File: src/rtl/memory_stage_pkg.sv
// Shared encodings, stage-register layout and alignment helpers for the
// MEM pipeline stage. Bit numbering is big-endian at the spec level: byte
// lane 0 is the most significant byte of a 32-bit word.
package memory_stage_pkg;

    typedef enum logic [1:0] {
        DIN_ALU = 2'b00,
        DIN_MEM = 2'b01,
        DIN_FPU = 2'b10,
        DIN_PC  = 2'b11
    } din_src_e;

    typedef enum logic [1:0] {
        SZ_BYTE = 2'b00,
        SZ_HALF = 2'b01,
        SZ_WORD = 2'b10,
        SZ_RSVD = 2'b11   // decoded exactly like SZ_WORD
    } mem_size_e;

    typedef enum logic {
        ST_IDLE = 1'b0,
        ST_BUSY = 1'b1
    } state_e;

    // Everything the stage latches from Execute in one capture.
    typedef struct packed {
        logic [31:0] alu_out;
        logic [31:0] fpu_out;
        logic [31:0] reg_b;
        logic [31:0] pc_plus_four;
        din_src_e    din_src;
        logic        reg_we;
        logic [5:0]  reg_waddr;
        mem_size_e   mem_size;
        logic        mem_we;
        logic        ext_mem;
    } stage_t;

    // Stores and loads both touch data memory.
    function automatic logic is_access(input logic mem_we, input din_src_e din_src);
        return mem_we || (din_src == DIN_MEM);
    endfunction

    // lane is the two low address bits (big-endian bits [30:31]).
    function automatic logic is_misaligned(input mem_size_e size, input logic [1:0] lane);
        case (size)
            SZ_BYTE: return 1'b0;
            SZ_HALF: return lane[0];
            default: return lane != 2'b00;
        endcase
    endfunction

endpackage

File: src/rtl/memory_stage_mem_align.sv
// Combinational lane steering for the MEM stage: store-data replication,
// byte enables (MSB of byte_en = lane 0) and load extract/extend.
module mem_align
    import memory_stage_pkg::*;
(
    input  mem_size_e   size,
    input  logic [1:0]  lane,
    input  logic [31:0] store_data,
    input  logic [31:0] rdata,
    input  logic        sign_ext,
    output logic [31:0] wdata,
    output logic [3:0]  byte_en,
    output logic [31:0] load_data
);

    logic [7:0]  rd_byte;
    logic [15:0] rd_half;

    // Pick the addressed byte and half out of the big-endian read word.
    always_comb begin
        case (lane)
            2'd0:    rd_byte = rdata[31:24];
            2'd1:    rd_byte = rdata[23:16];
            2'd2:    rd_byte = rdata[15:8];
            default: rd_byte = rdata[7:0];
        endcase
        rd_half = lane[1] ? rdata[15:0] : rdata[31:16];
    end

    // Replicate store data across lanes, build enables, extend load data.
    always_comb begin
        // NOTE: every output gets a default before the case so no path can infer a latch.
        wdata     = store_data;
        byte_en   = 4'b1111;
        load_data = rdata;
        case (size)
            SZ_BYTE: begin
                wdata     = {4{store_data[7:0]}};
                byte_en   = 4'b1000 >> lane;
                load_data = {{24{sign_ext & rd_byte[7]}}, rd_byte};
            end
            SZ_HALF: begin
                wdata     = {2{store_data[15:0]}};
                byte_en   = lane[1] ? 4'b0011 : 4'b1100;
                load_data = {{16{sign_ext & rd_half[15]}}, rd_half};
            end
            default: ;
        endcase
    end

endmodule

File: src/rtl/memory_stage.sv
// MEM pipeline stage: latches Execute results, runs one outstanding
// req/ack data-memory access for loads/stores, aligns load data and
// forwards writeback control. Optional ack timeout: MEM_TIMEOUT_EN.
module memory_stage
    import memory_stage_pkg::*;
#(
    parameter int unsigned TIMEOUT_CYCLES = 255
) (
    input  logic        clk,
    input  logic        reset,
    input  logic        stall,
    input  logic [31:0] NextALUOut,
    input  logic [31:0] NextFPUOut,
    input  logic [31:0] NextRegB,
    input  logic [31:0] NextPCPlusFour,
    input  logic [1:0]  NextDInSrc,
    input  logic        NextRegWE,
    input  logic [5:0]  NextRegWAddr,
    input  logic [1:0]  NextMEMSize,
    input  logic        NextMEMWE,
    input  logic        NextExtMEM,
    output logic        MemReq,
    output logic        MemWE,
    output logic [31:0] MemAddr,
    output logic [31:0] MemWData,
    output logic [3:0]  MemByteEn,
    input  logic        MemAck,
    input  logic [31:0] MemRData,
    output logic        MemStall,
    output logic        MisalignErr,
    output logic        MemTimeout,
    output logic [31:0] ALUOut,
    output logic [31:0] FPUOut,
    output logic [31:0] PCPlusFour,
    output logic [31:0] MemData,
    output logic [1:0]  DInSrc,
    output logic        RegWE,
    output logic [5:0]  RegWAddr
);

    if (TIMEOUT_CYCLES == 0) begin : g_bad_timeout
        $error("TIMEOUT_CYCLES must be at least 1");
    end

    stage_t      stage_q, stage_d;
    state_e      state_q, state_d;
    logic        misalign_q, misalign_d;
    logic [31:0] mem_data_q, mem_data_d;

    logic        capture;
    logic        busy;
    logic        next_access;
    logic        next_misaligned;
    logic        stage_misaligned;
    logic        timeout_hit;
    logic        wb_kill;
    logic [31:0] lane_wdata;
    logic [3:0]  lane_be;
    logic [31:0] lane_rdata;

    assign capture          = (state_q == ST_IDLE) && !stall;
    assign busy             = (state_q == ST_BUSY);
    assign next_access      = is_access(NextMEMWE, din_src_e'(NextDInSrc));
    assign next_misaligned  = is_misaligned(mem_size_e'(NextMEMSize), NextALUOut[1:0]);
    assign stage_misaligned = is_access(stage_q.mem_we, stage_q.din_src)
                              && is_misaligned(stage_q.mem_size, stage_q.alu_out[1:0]);

    mem_align u_mem_align (
        .size       (stage_q.mem_size),
        .lane       (stage_q.alu_out[1:0]),
        .store_data (stage_q.reg_b),
        .rdata      (MemRData),
        .sign_ext   (stage_q.ext_mem),
        .wdata      (lane_wdata),
        .byte_en    (lane_be),
        .load_data  (lane_rdata)
    );

    // Capture Execute results, sequence the access, latch load data on ack.
    always_comb begin
        stage_d    = stage_q;
        state_d    = state_q;
        misalign_d = 1'b0;
        mem_data_d = mem_data_q;
        case (state_q)
            ST_IDLE: begin
                if (!stall) begin
                    stage_d.alu_out      = NextALUOut;
                    stage_d.fpu_out      = NextFPUOut;
                    stage_d.reg_b        = NextRegB;
                    stage_d.pc_plus_four = NextPCPlusFour;
                    stage_d.din_src      = din_src_e'(NextDInSrc);
                    stage_d.reg_we       = NextRegWE;
                    stage_d.reg_waddr    = NextRegWAddr;
                    stage_d.mem_size     = mem_size_e'(NextMEMSize);
                    stage_d.mem_we       = NextMEMWE;
                    stage_d.ext_mem      = NextExtMEM;
                    if (next_access && next_misaligned) begin
                        misalign_d = 1'b1;
                    end else if (next_access) begin
                        state_d = ST_BUSY;
                    end
                end
            end
            ST_BUSY: begin
                // stall is deliberately ignored here: the access always completes.
                if (MemAck) begin
                    state_d = ST_IDLE;
                    if (!stage_q.mem_we) begin
                        mem_data_d = lane_rdata;
                    end
                end else if (timeout_hit) begin
                    state_d    = ST_IDLE;
                    mem_data_d = '0;
                end
            end
            default: state_d = ST_IDLE;
        endcase
    end

    // Stage, FSM, misalign pulse and load-result registers.
    always_ff @(posedge clk or negedge reset) begin
        // NOTE: sequential state uses non-blocking assignments so every flop samples pre-edge values.
        if (!reset) begin
            stage_q    <= '0;
            state_q    <= ST_IDLE;
            misalign_q <= 1'b0;
            mem_data_q <= '0;
        end else begin
            stage_q    <= stage_d;
            state_q    <= state_d;
            misalign_q <= misalign_d;
            mem_data_q <= mem_data_d;
        end
    end

`ifdef MEM_TIMEOUT_EN
    localparam int unsigned CNT_W = ($clog2(TIMEOUT_CYCLES + 1) > 8) ?
                                    $clog2(TIMEOUT_CYCLES + 1) : 8;

    logic [CNT_W-1:0] cnt_q, cnt_d;
    logic             timeout_q, timeout_d;
    logic             wb_kill_q, wb_kill_d;

    // Abort on the BUSY cycle whose count would reach TIMEOUT_CYCLES.
    assign timeout_hit = busy && !MemAck && (cnt_q == CNT_W'(TIMEOUT_CYCLES - 1));

    // Wait counter, sticky timeout flag and writeback kill for the aborted op.
    always_comb begin
        cnt_d     = cnt_q;
        timeout_d = timeout_q || timeout_hit;
        wb_kill_d = wb_kill_q;
        if (capture) begin
            cnt_d     = '0;
            wb_kill_d = 1'b0;
        end else if (busy && !MemAck) begin
            cnt_d = cnt_q + CNT_W'(1);
        end
        if (timeout_hit) begin
            wb_kill_d = 1'b1;
        end
    end

    // Timeout bookkeeping registers.
    always_ff @(posedge clk or negedge reset) begin
        if (!reset) begin
            cnt_q     <= '0;
            timeout_q <= 1'b0;
            wb_kill_q <= 1'b0;
        end else begin
            cnt_q     <= cnt_d;
            timeout_q <= timeout_d;
            wb_kill_q <= wb_kill_d;
        end
    end

    assign wb_kill    = wb_kill_q;
    assign MemTimeout = timeout_q;
`else
    assign timeout_hit = 1'b0;
    assign wb_kill     = 1'b0;
    assign MemTimeout  = 1'b0;
`endif

    // Memory interface is driven only while an access is in flight; the
    // stage register holds in BUSY, so address/data/enables stay stable.
    assign MemReq    = busy;
    assign MemStall  = busy;
    assign MemWE     = busy & stage_q.mem_we;
    assign MemAddr   = busy ? {stage_q.alu_out[31:2], 2'b00} : '0;
    assign MemWData  = busy ? lane_wdata : '0;
    assign MemByteEn = busy ? lane_be : '0;

    assign MisalignErr = misalign_q;
    assign ALUOut      = stage_q.alu_out;
    assign FPUOut      = stage_q.fpu_out;
    assign PCPlusFour  = stage_q.pc_plus_four;
    assign MemData     = mem_data_q;
    assign DInSrc      = stage_q.din_src;
    assign RegWAddr    = stage_q.reg_waddr;
    assign RegWE       = stage_q.reg_we & ~busy & ~stage_misaligned & ~wb_kill;

endmodule

File: config.mk
export PLATFORM = sky130hd
export DESIGN_NAME = memory_stage
export DESIGN_NICKNAME = d
export VERILOG_FILES = /design/src/rtl/memory_stage_pkg.sv /design/src/rtl/memory_stage_mem_align.sv /design/src/rtl/memory_stage.sv
export SDC_FILE = /design/constraint.sdc
export NUM_CORES = 1
export LEC_CHECK = 0
export CAP_MARGIN = 5
export CELL_PAD_IN_SITES_DETAIL_PLACEMENT = 1
export CELL_PAD_IN_SITES_GLOBAL_PLACEMENT = 2
export CORE_MARGIN = 4
export CORE_UTILIZATION = 27
export DETAILED_ROUTE_END_ITERATION = 8
export GPL_TIMING_DRIVEN = 0
export PLACE_DENSITY = 0.88
export SYNTH_ARGS = -nofsm -noshare
export SYNTH_HDL_FRONTEND = slang
export SYNTH_HIERARCHICAL = 1
export SYNTH_SLANG_ARGS = --single-unit
File: constraint.sdc
create_clock -name clk -period 1.8 [get_ports clk]
set_input_delay 0.18 -clock clk [delete_from_list [all_inputs] [get_ports clk]]
set_output_delay 0.18 -clock clk [all_outputs]
set_load 0.03 [all_outputs]
Word level (Yosys, flattened, before mapping)
Cells that the tools add are included.
{ "totals": {"ff_bits": 175, "latchBits": 0, "mem_bits_rw": 0, "mem_bits_ro": 0, "in_bits": 177, "out_inout_bits": 210, "word_cells": 59, "mem_count": 0} }
{ "op_classes": {"addsub": 0, "mul": 0, "n_div": 0, "order_cmp": 0, "eq_ne": 6, "shifts": 1, "n_mux": 19, "bitwise": 9, "n_reduce_logical": 11} }
{ "op_table": {"columns": ["op", "n"], "rows": [
  ["case mux 32 bit (2 select lines)", 2],
  ["2-to-1 mux 32 bit", 2],
  ["case mux 8 bit (3 select lines)", 1],
  ["2-to-1 mux 16 bit", 1],
  ["equality test 2 x 1 -> 1 bit (second input constant)", 5],
  ["2-to-1 mux 4 bit", 2],
  ["case mux 4 bit (2 select lines)", 1],
  ["2-to-1 mux 1 bit", 7],
  ["logical NOT 2 bit", 3],
  ["case mux 1 bit (2 select lines)", 3],
  ["AND 1 bit", 5],
  ["NOT 1 bit", 4],
  ["nonzero test 2 bit", 2],
  ["right shift 4 x 2 -> 4 bit (first input constant)", 1],
  ["AND reduction 3 bit", 1],
  ["equality test 2 bit (second input constant)", 1],
  ["logical AND 1 bit", 2],
  ["logical OR 1 bit", 2],
  ["AND reduction 2 bit", 1]
]} }

Longest topological paths before layout
Gate-level depths: netlist of the first run.
{ "logic_depth": {"depth_word": 6, "mapped_depth": 6} }

Modules after synthesis
The synthesis of the first run kept the hierarchy.
{ "modules_own_cells": {"columns": ["module", "instances", "cells_each", "area_per_inst_um2", "seq_area_each_um2"], "rows": [
  ["memory_stage", 1, 566, 8161.6, 4379.2],
  ["mem_align", 1, 168, 1157.4, 0.0]
]} }

Worst setup path before layout of the first run
No wires, ideal clock.
{ "synth_path": {"kind": "register to output", "start": "register stage_q[3] (netlist bit)", "end": "output MemWData[10]", "t_arrival_ps": 1511, "required_ps": 1620, "setup_slack_ps": 109, "stages_incl_launch_ff": 7, "path_buffers": 2, "cell_sequence": "dfrtp_1 buf_2 inv_2 nand2_1 buf_2 mux2_1 and2_1"} }
{ "synth_via": {"elab_chain_cells": 3, "elab_cells_between_ends": 4} }
{ "synth_rtl": {"columns": ["item", "line", "source"], "rows": [
  ["from (decl)", "memory_stage.sv:45", "stage_t stage_q, stage_d;"],
  ["from (signal assigned)", "memory_stage.sv:130", "stage_q <= stage_d;"],
  ["equality test 2 x 1 -> 1 bit / logical NOT 2 bit (equally long branches)", "memory_stage_mem_align.sv:36", "case (size)"],
  ["case mux 32 bit (2 select lines) *", "memory_stage_mem_align.sv:36", null],
  ["net lane_wdata[10]", "memory_stage.sv:57", "logic [31:0] lane_wdata;"],
  ["2-to-1 mux 32 bit *", "memory_stage.sv:191", "assign MemWData = busy ? lane_wdata : '0;"],
  ["to (decl)", "memory_stage.sv:25", "output logic [31:0] MemWData,"]
]} }
Mark *: on every way through the listed nets, which the timed path passes. The rest lies on a longest branch.

Final worst setup path of the first run
{ "layout_path": {"start": "register stage_q[2] (netlist bit)", "end": "output MemWData[12]"} }
The elaborated chain is that of the path after synthesis.

==> results of run 1 <==
==> report_power, final <==
group / leakage (nW) / internal, W / total, W / switching, W
clock network: 0.287 / 0.00199 / 0.00387 / 0.00189
logic: 5.00 / 0.00437 / 0.00859 / 0.00422
registers: 2.05 / 0.00486 / 0.00549 / 0.000634
total: 7.35 / 0.0112 / 0.0180 / 0.00674
==> metrics by stage <==
| step | cell area, sq um | worst slack [ps] | hold WS, ps | TNS (ps) | cells |
|---|---|---|---|---|---|
| finish | 15300 | -249 | 292 | -4460 | 1639 |
| global route | 15300 | -335 | 307 | -8890 | 1637 |
| CTS | 14800 | -300 | 297 | -5660 | 1624 |
| detailed placement | 13800 | -1020 | 222 | -45080 | 1568 |
| global placement | 13700 | -7520 | 486 | -1356170 | 1567 |
| floorplan | 9330 | 109 | -116 | 0 | 736 |
==> state kept, by name (all words and copies together), names as in the netlist <==
register     count
stage_q         37
MemReq           1
FPUOut          32
MisalignErr      1
ALUOut          32
RegWAddr         6
PCPlusFour      32
DInSrc           2
MemData         32
==> synthesized netlist by cell type (all sizes together) <==
library cell / instances
mux2: 189
dfrtp: 175
buf: 144
and2: 67
nor2: 22
nand2: 20
mux2i: 18
o22ai: 17
clkbuf: 15
o21ai: 14
a22oi: 8
o221ai: 8
o22a: 8
a2bb2oi: 7
inv: 6
a21oi: 3
nor2b: 3
nor3: 2
a31oi: 1
conb: 1
nand2b: 1
nand3b: 1
o21a: 1
o21bai: 1
o221a: 1
o311a: 1
==> layer usage <==
| metal | global-route usage, % | up-vias |
|---|---|---|
| met3 | 5.11 | 35 |
| li1 | - | 3305 |
| met5 | 0 | - |
| met1 | 21.1 | 3635 |
| met4 | 5.30 | 0 |
| met2 | 30.3 | 242 |
==> repair_timing <==
| item | 4_1_cts | 5_1_grt |
|---|---|---|
| cloned | 2 | 1 |
| buffers inserted | 22 | 15 |
| hold endpoints to repair | 79 | 0 |
| pin swaps | 19 | 17 |
| endpoints found under the setup margin | 155 | 132 |
| hold buffers | 1 | 0 |
| resized for setup | 593 | 150 |
==> final timing paths <==
check	start	end	slack, ps	cells after the start
worst max-delay path	stage_q[2]	MemWData[12]	-250	7
worst min-delay path	reset	FPUOut[0]	290	2
worst max register to register	stage_q[2]	MemData[0]	-110	9
worst min register to register	PCPlusFour[7]	PCPlusFour[7]	510	1
max in group asynchronous	reset	FPUOut[24]	550	3
min in group clk	NextDInSrc[1]	DInSrc[1]	330	3
==> cell families after synthesis <==
kind of cell	Yosys count	synth area share, %
mux	207	27.5
simple gates	116	6.91
flops	175	47.0
compound gates	70	5.53
buf+inv	165	13.1
other cells	1	0.0402
==> layout make-up <==
type                       instances  area [sq um]
antenna                            3          7.51
tap                              448           561
fill                            3563         18500
clock buffer                      17           425
multi-input combinational        396          4160
timing repair buffer             422          4200
sequential                       175          4380
inverter                           6          35.0
clock inverter                    15           165
buffer                           157          1390
==> results.md, run 1 <==
Worst setup path:
- The critical path data required time is 1620 ps.
- On the critical path, the stage with the largest delay is an instance of dfrtp_1.
- The type of the worst setup path is reg2out.
- The kind of cell with the highest combined delay on the critical path is buffers and inverters.
- Traced cell by cell, the critical path runs through buf_6 > inv_8 > nand2_8 > buf_12 > mux2_4 > and2_4 > buf_6.
- On the worst path, the slowest cell contributes a delay of 410 ps.
- The top fanout value on the critical path is 7.
- The most numerous cell type found on the critical path is buf_6.
- STA classifies the critical path endpoint as an output pin.
- The worst setup path is launched from a flop.
- The worst path buffer plus inverter count is 4.
- At the worst endpoint, the arrival time is 1870 ps.

STA:
- Once routing completed, OpenROAD measured the worst setup slack at -249 ps.
- Setup violations remaining at the end of the flow were counted as 42.
- The headroom to the max-slew limit is 54.2%.
- Counting I/O delays and the setup requirement, the final critical path takes 2050 ps.
- Setup repair after global routing could not meet its margin everywhere.
- The worst path uses 114% of the clock period.
- The highest clock frequency the design can meet is 488 MHz.
- The count of final hold-check violations was 0.
- The slew at the pin closest to its max-slew limit is 687 ps.
- The max-slew violation total from the final report is 0.
- The worst-case clock skew is 12.9 ps.

Outcome:
- The flow ran to the end, but the final reports show violations.
- The final reports fail on negative setup slack.

Global route:
- The overall track demand over capacity in global routing is 17.5%.
- The number of global-route vias before repair is 8136.
- Entering global routing, the biggest net connects 97 pins.
- The initial antenna violation count was 1.
- The first global-routing pass estimated 51200 um of wire.
- The total overflow left after global routing is 0.

Final layout:
- The top cell types in the final layout, fill and taps aside, are clkdlybuf4s50_1 (216), dfrtp_1 (172), buf_4 (148).
- The utilization after layout is 45.4%.
- From synthesis to final layout, the design area changed by 64.4%.
- Leaving out fill and tap cells, the most frequent cell in the layout is clkdlybuf4s50_1.
- The post-layout net count is 1352.
- Cells with a size suffix above 1 make up 46.7% of the layout.

Synth:
- In this run the biggest area consumer among cell types represents 47.0% of the synthesized area.
- Counting flops and latches in the post-synthesis netlist gives 175.
- For this run, the number of Yosys warnings is 6.
- The mean post-synth cell area is 12.7 sq um.
- The post-synthesis cell type with the largest combined area is dfrtp_1.
- The area of the mapped netlist is 0.00932 sq mm.
- Synthesis produced 734 cells.
- The distinct cell type count of the synthesized netlist is 37.
- In the post-synthesis netlist, the biggest area contributors are dfrtp_1 (47%), mux2_2 (14%), mux2_4 (11%), buf_4 (10%), and2_1 (4.5%).
- The sequential-to-total area share from yosys stat is 47.0%.

CTS:
- The maximum buffer depth of the clock tree is 2.
- The TritonCTS sink count is 175.
- The clock transition time at the flip-flop clock pins of the worst setup and hold paths is 80 ps.
- The insertion delay of the later-clocked pin in the worst-skew pair is 450 ps.
- TritonCTS built the clock tree.
- The TritonCTS buffer count is 17.
- The H-tree depth is 4.
- In this run the clock root is driven by a clkbuf_16.

Floorplan:
- Once the floorplan was initialized, standard cells occupied 27.6% of the core.
- The core region is 0.0338 sq mm.
- The overall die height is 194 um.
- The die is 194 um wide.
- The floorplan has 67 rows.
- The die covers 0.0376 sq mm.
- The number of ports placed on the die boundary is 387.

Power and ir drop:
- The leakage component of the power is 7.35 nW.
- The worst-case IR drop observed on VDD is 0.651 mV.
- For this design the ratio of total power to cell area is 1170 mW/mm^2.
- The sum of internal, switching and leakage power is 0.0180 W.

Worst hold path:
- In this run the worst hold path is classified as in2async.

Detailed routing:
- The first-pass iteration count of the detailed router is 5.
- The highest signal layer in the routed design is met4.
- After detailed routing, the number of remaining DRC violations is 0.
- After detailed routing, the number of vias per cell comes to 4.40.
- Once detail routing completed, the nets flagged for antenna violations numbered 0.
- The count of routing violations after the opening detailed-route iteration is 241.
- The routed metal-1 wirelength is 13900 um.
- The routed design uses 1990 um of met3 wire.
- After detailed routing, the met2 layer carries 17200 um of wire.
- The final layout contains routed wiring with a total length of 33900 um.
- The routed layout has 7217 vias.
- The average wire per cell in the routed design is 20.7 um.

Placement:
- The count of buffers added on input and output ports is 383.
- The congestion estimate from routability-driven global placement came to 0.801.
- After legalization and detailed placement, the total HPWL measured 24900 um.

Job:
- The max-capacitance violation count is 0.
(Power assumes the default switching activity.)
==> inputs of run 2 (changes only) <==
--- a/config.mk
+++ b/config.mk
@@ -8,7 +8,6 @@
 export CAP_MARGIN = 5
 export CELL_PAD_IN_SITES_DETAIL_PLACEMENT = 1
 export CELL_PAD_IN_SITES_GLOBAL_PLACEMENT = 2
-export CORE_MARGIN = 4
 export CORE_UTILIZATION = 27
 export DETAILED_ROUTE_END_ITERATION = 8
 export GPL_TIMING_DRIVEN = 0
==> run 2 against run 1 <==
  * The run still ends with negative setup slack left
  * Die area shrank 6.1%
  * Fmax barely moved
  * Sequential share of layout area is 0.64 points higher
  * Sequential power about the same
  * First-iteration DRC count shrank 4.1%
  * Critical path type unchanged
  * Highest routed layer unchanged
  * Critical path depth unchanged
==> results.md, run 2 (same netlist as run 1, synthesis figures left out) <==
Outcome:
- The flow ran to the end, but the final reports show violations.
- The final reports fail on negative setup slack.

STA:
- The worst-case clock skew is 7.43 ps.
- For the pin with the worst max-slew slack, the measured transition is 669 ps.
- The setup TNS after final layout is -4940 ps.
- The worst path in the final design needs a cycle of 2050 ps, including I/O delays and setup.
- After layout, the worst setup slack is -247 ps.
- Timing would allow up to 488 MHz.
- The final worst-path cycle share is 114%.
- Setup repair after global routing could not meet its margin everywhere.
- The count of final hold-check violations is 0.
- The headroom to the max-slew limit is 55.4%.
- The setup violation total in the final timing report is 31.
- The max-slew violation total from the final report was 0.

Placement:
- The HPWL after detailed placement is 24100 um.
- Routability-driven placement finished with a final weighted congestion of 0.807.
- Once placement finished, the instance area stood at 0.0138 sq mm.
- The count of port buffers added during placement is 383.

Global route:
- The initial antenna violation count is 2.
- The first global-routing pass estimated 49200 um of wire.
- The number of global-route vias before repair came to 7995.
- The overall overflow remaining after global route is 0.
- The overall track demand over capacity in global routing is 18.5%.
- The largest net degree at the start of global routing is 97.

CTS:
- The insertion delay of the later-clocked pin in the worst-skew pair is 440 ps.
- The TritonCTS sink count is 175.
- After clock tree synthesis, the clock-pin slew on the worst setup and hold paths is 70 ps.
- The H-tree depth is 4.
- The TritonCTS clock tree is yes.
- The longest clock path from root to sink contains 2 buffers.
- In this run, CTS created clock tree buffers numbering 17.
- Clock tree synthesis selected as its root buffer the cell clkbuf_16.

Worst setup path:
- The data arrival time of the critical path is 1870 ps.
- The reg-to-reg setup timing slack is -10 ps.
- The worst flop-to-flop path startpoint is ALUOut[1].
- At the worst endpoint, the required time is 1620 ps.
- The worst reg2reg path endpoint is MemData[17].
- The type of the worst setup path is reg2out.
- The worst setup path is captured at an output pin.
- The worst setup path is launched from a flop.
- The cell count of the worst reg-to-reg path is 6.
- In this run the worst path has a maximum fanout of 7.

Floorplan:
- The overall die height is 188 um.
- From left edge to right edge, the die measures 188 um.
- The floorplan step defined a die boundary enclosing 0.0353 sq mm.
- The number of ports placed on the die boundary is 387.
- The standard cell core area is 0.0338 sq mm.
- The count of standard-cell rows is 67.
- Once the floorplan was initialized, standard cells occupied 27.6% of the core.

Final layout:
- The register with the most flip-flops in the layout has 37 of them.
- The post-layout net count is 1353.
- The share of cells above drive strength 1 is 44.1%.
- Leaving out fill and tap cells, the most frequent cells in the layout are clkdlybuf4s50_1 (236), dfrtp_1 (172), buf_4 (150).
- After filler insertion, the fill cell instance count of the layout stands at 3600.
- More flip-flops sit in one register than any other, and that register is stage_q.
- Leaving out fill and tap cells, the most frequent cell in the layout is clkdlybuf4s50_1.
- The final instance area is 0.0150 sq mm.
- The area growth from synthesis to final layout is 60.8%.

Detailed routing:
- The detail route stage leaves a number of antenna-violating nets equal to 0.
- The total DRC errors in the routed layout is 0.
- After the first detailed-routing iteration, the DRC count stood at 231.
- The average wire per cell in the routed design is 19.9 um.
- The post-detailed-routing wire length is 32700 um.
- The number of vias per cell after detailed routing is 4.40.
- The via count of the routed design is 7211.
- The first detailed-routing pass took 4 iterations.

Job:
- Across the run, the number of max-cap violations was 0.

Power and ir drop:
- Across the VDD grid, the largest voltage drop is 0.657 mV.
- The power per cell area is 1160 mW/mm^2.
- The leakage component of the power is 7.06 nW.

Worst hold path:
- The worst min-delay path class is in2async.
run 2: how the worst max path moves through the flow:
stage / startpoint / endpoint / slack (ps) / depth (start not counted)
6_report: stage_q[3] / MemWData[14] / -250 / 7
5_1_grt: stage_q[3] / MemWData[10] / -330 / 7
4_1_cts: stage_q[3] / MemWData[13] / -280 / 7
3_5_place_dp: MemReq / MemWData[25] / -1080 / 5
3_3_place_gp: reset / FPUOut[13] / -7390 / 1
2_1_floorplan: stage_q[3] / MemWData[10] / 110 / 6
run 2: metrics by stage:
stage / worst slack [ps] / hold slack [ps] / util [%] / total power, W / cells
6_report: -247 / 305 / 44.4 / 0.0174 / 1638
5_1_grt: -327 / 327 / 44.4 / 0.0183 / 1638
4_1_cts: -282 / 321 / 42.9 / 0.0174 / 1620
3_5_place_dp: -1080 / 212 / 40.7 / 0.0134 / 1568
3_3_place_gp: -7390 / 487 / 40.6 / 0.0132 / 1567
2_1_floorplan: 109 / -116 / - / 0.0101 / 736
run 2: timing repair:
action,in CTS,in global routing
cloned,1,4
pin swaps,8,9
hold endpoints to repair,79,0
hold buffers,1,0
gates resized for setup,497,110
setup endpoints to repair,146,108
buffers inserted,19,16
run 2: cell type report:
| type | instances | area, sq um | share of cell area (%) |
|---|---|---|---|
| antenna | 2 | 5.00 | 0.0334 |
| buffer | 157 | 1410 | 9.40 |
| clock buffer | 19 | 443 | 2.95 |
| clock inverter | 12 | 135 | 0.902 |
| inverter | 6 | 42.5 | 0.284 |
| multi-input combinational | 396 | 3920 | 26.1 |
| sequential | 175 | 4380 | 29.2 |
| tap | 448 | 561 | 3.74 |
| timing repair buffer | 423 | 4100 | 27.3 |
run 2: report_power, final:
part | internal (W) | total (W) | switching (W) | leakage [nW]
Sequential | 0.00486 | 0.00549 | 0.000629 | 2.05
Clock | 0.00208 | 0.00376 | 0.00168 | 0.272
Combinational | 0.00413 | 0.00820 | 0.00407 | 4.73
run 2: routing by layer:
layer / vias to the layer above / track usage, % / wire length, um
met4: 0 / 6.29 / 718
met2: 235 / 32.0 / 16600
met3: 35 / 5.05 / 1880
met5: - / 0 / 0
met1: 3638 / 22.1 / 13500
li1: 3303 / - / -
run 2: worst max-delay path, cell delays in order, from the launching register on:
cell and delay [ps]:
dfrtp_1 400, buf_6 160, inv_8 80, nand2_8 60
buf_12 150, mux2_4 290, and2_4 160, buf_6 130
==> inputs of run 3 (changes only) <==
--- a/config.mk
+++ b/config.mk
@@ -12,6 +12,7 @@
 export DETAILED_ROUTE_END_ITERATION = 8
 export GPL_TIMING_DRIVEN = 0
 export PLACE_DENSITY = 0.88
+export SETUP_SLACK_MARGIN = 0.3
 export SYNTH_ARGS = -nofsm -noshare
 export SYNTH_HDL_FRONTEND = slang
 export SYNTH_HIERARCHICAL = 1
==> run 3 against run 2 <==
  * The run still ends with negative setup slack left
  * Non-clock buffer count rose by 66
  * Via count rose by 5.4%
  * Combinational power rose by 24%
  * Largest power group unchanged
  * Highest routed layer unchanged
==> results.md, run 3 (same netlist as run 1, synthesis figures left out) <==
Detailed routing:
- The first-pass iteration count of the detailed router is 4.
- The via count of the routed design is 7600.
- The average wire per cell in the routed design is 22.7 um.
- Wires add up to 38700 um.
- The total DRC errors in the routed layout is 0.
- The count of routing violations after the opening detailed-route iteration is 221.
- The detail route stage leaves a number of antenna-violating nets equal to 0.
- After detailed routing, the number of vias per cell comes to 4.45.

STA:
- The worst path setup slack after routing is -251 ps.
- At the pin with the least slew margin, the transition time is 729 ps.
- Hold is met by 316 ps.
- The headroom to the max-slew limit is 51.4%.
- The count of final hold-check violations is 0.
- Setup violations remaining at the end of the flow were counted as 141.
- Timing would allow up to 488 MHz.
- The final critical path time including I/O delays and setup is 2050 ps.
- Clock skew on the completed layout was measured at 16.7 ps.
- Dividing the final minimum period by the clock period gives 114%.
- Setup repair after global routing could not meet its margin everywhere.
- The max-slew violation total from the final report is 0.

Power and ir drop:
- The highest ir drop seen on vdd is 0.673 mV.
- For this design the ratio of total power to cell area is 1120 mW/mm^2.
- The sum of internal, switching and leakage power is 0.0199 W.
- The leakage component of the power is 8.60 nW.

Worst setup path:
- The element type at the critical path end is an output pin.
- At the worst endpoint, the required time is 1620 ps.
- The nature of the critical path startpoint is a flop.
- The top fanout value on the critical path is 7.
- The type of the worst setup path is reg2out.
- The data arrival time of the critical path is 1870 ps.

CTS:
- The H-tree was split into 4 levels.
- The clock transition time at the flip-flop clock pins of the worst setup and hold paths is 80 ps.
- TritonCTS created 17 clock buffers.
- TritonCTS built the clock tree.
- The buffer type at the clock tree root is clkbuf_16.
- The clock net in this run drives a total of 175 sinks.
- The insertion delay of the later-clocked pin in the worst-skew pair is 450 ps.
- Counting along the longest clock path gives a buffer depth of 2.

Global route:
- The overall overflow remaining after global route is 0.
- The initial antenna violation count is 3.
- The first global-routing pass estimated 52400 um of wire.
- The number of global-route vias before repair was 8264.
- Entering global routing, the biggest net connects 91 pins.
- The overall track demand over capacity in global routing is 19.8%.

Floorplan:
- The floorplan step defined a core boundary enclosing 0.0338 sq mm.
- The die covers 0.0353 sq mm.
- The overall die height is 188 um.
- The initial utilization of the core area, before any placement, comes to 27.6%.
- From left edge to right edge, the die measures 188 um.
- The count of standard-cell rows is 67.
- 387 I/O pins were placed.

Final layout:
- The flip-flop count of the largest register, all copies and words added is 37.
- The register with the most flip-flops is stage_q.
- The share of cells above drive strength 1 is 62.7%.
- The area growth from synthesis to final layout is 90.8%.
- In the layout the commonest cells are mux2_4 (183), clkdlybuf4s50_1 (175), dfrtp_1 (172).
- The most common cell after layout, fill and taps aside is mux2_4.
- After filler insertion, the fill cell instance count of the layout stands at 3337.
- At the end of the flow, the number of nets in the layout was 1420.
- The area taken by flip-flops and latches is 0.00438 sq mm.
- The area of combinational cells with multiple inputs is 0.00490 sq mm.

Job:
- Across the run, the number of max-cap violations was 0.

Placement:
- The routability congestion estimate is 0.812.
- The count of port buffers added during placement is 383.
- The HPWL after detailed placement is 24600 um.

Worst hold path:
- The path class of the tightest hold or removal check is in2async.

Outcome:
- The run finished, with violations left.
- The final reports fail on negative setup slack.
[run 3: cell types whose count changed in the layout (fill, tap and decap cells not counted), sizes merged]
| cell | change |
|---|---|
| clkdlybuf4s15 | +74 |
| clkdlybuf4s50 | -61 |
| buf | +60 |
| bufinv | +1 |
| inv | +1 |
| clkinvlp | -1 |
| diode | +1 |
| clkbuf | +19 |
| dlymetal6s2s | +19 |
| dlygate4sd2 | -45 |
| nor2 | +1 |
[run 3: final timing paths]
path | start | endpoint | slack (ps) | cells after the start
setup / recovery | stage_q[2] | MemWData[11] | -250 | 7
hold / removal | reset | MemData[16] | 320 | 2
setup reg to reg | stage_q[2] | MemData[0] | -230 | 11
hold reg to reg | MemData[2] | MemData[2] | 510 | 1
max in group asynchronous | reset | PCPlusFour[28] | 540 | 3
min in group clk | NextRegWAddr[3] | RegWAddr[3] | 340 | 2
[run 3: routing by layer]
| layer | wire, um | share of wire, % | global-route usage, % |
|---|---|---|---|
| met1 | 15400 | 40 | 23.3 |
| met2 | 20500 | 53 | 35.2 |
| met5 | 0 | 0 | 0 |
| met3 | 2070 | 5.3 | 5.56 |
| met4 | 737 | 1.9 | 5.41 |
[run 3: where the power goes]
part	total (W)	internal [W]	leakage (nW)	switching, W
Combinational	0.0102	0.00551	6.25	0.00471
Sequential	0.00559	0.00486	2.05	0.000734
Clock	0.00409	0.00229	0.299	0.00180
[run 3: layout make-up]
type,count,share of cell area (%)
Timing Repair Buffer,487,31.7
Multi-Input combinational cell,397,27.5
Sequential cell,175,24.6
Buffer,159,9.10
Tap cell,448,3.15
Clock buffer,19,2.55
Clock inverter,13,0.992
Inverter,6,0.310
Antenna cell,3,0.0422
[run 3: critical path, cell delays in order (launching register included)]
cell,delay [ps]
dfrtp_1,410
buf_8,160
inv_8,70
nand2_8,70
buf_12,140
mux2_4,290
and2_4,140
buf_6,130
[run 3: per-stage QoR]
step | utilization (%) | setup TNS (ps) | instance area [sq um] | instances | worst slack (ps)
final | 52.6 | -10850 | 17800 | 1707 | -251
after global routing | 52.6 | -19950 | 17800 | 1706 | -308
after CTS | 47.3 | -13270 | 16000 | 1658 | -266
after detailed placement | 41.1 | -36980 | 13900 | 1568 | -920
after global placement | 41.0 | -1342540 | 13900 | 1567 | -8200
after floorplan | - | 0 | 9460 | 736 | 249
[run 3: what timing repair did]
action                     CTS  global route
hold buffers                 1             0
hold endpoints to repair    85             0
setup endpoints to repair  347           305
pin swaps                   40            36
gates cloned                10            18
buffers inserted            47            28
resized for setup          940           318
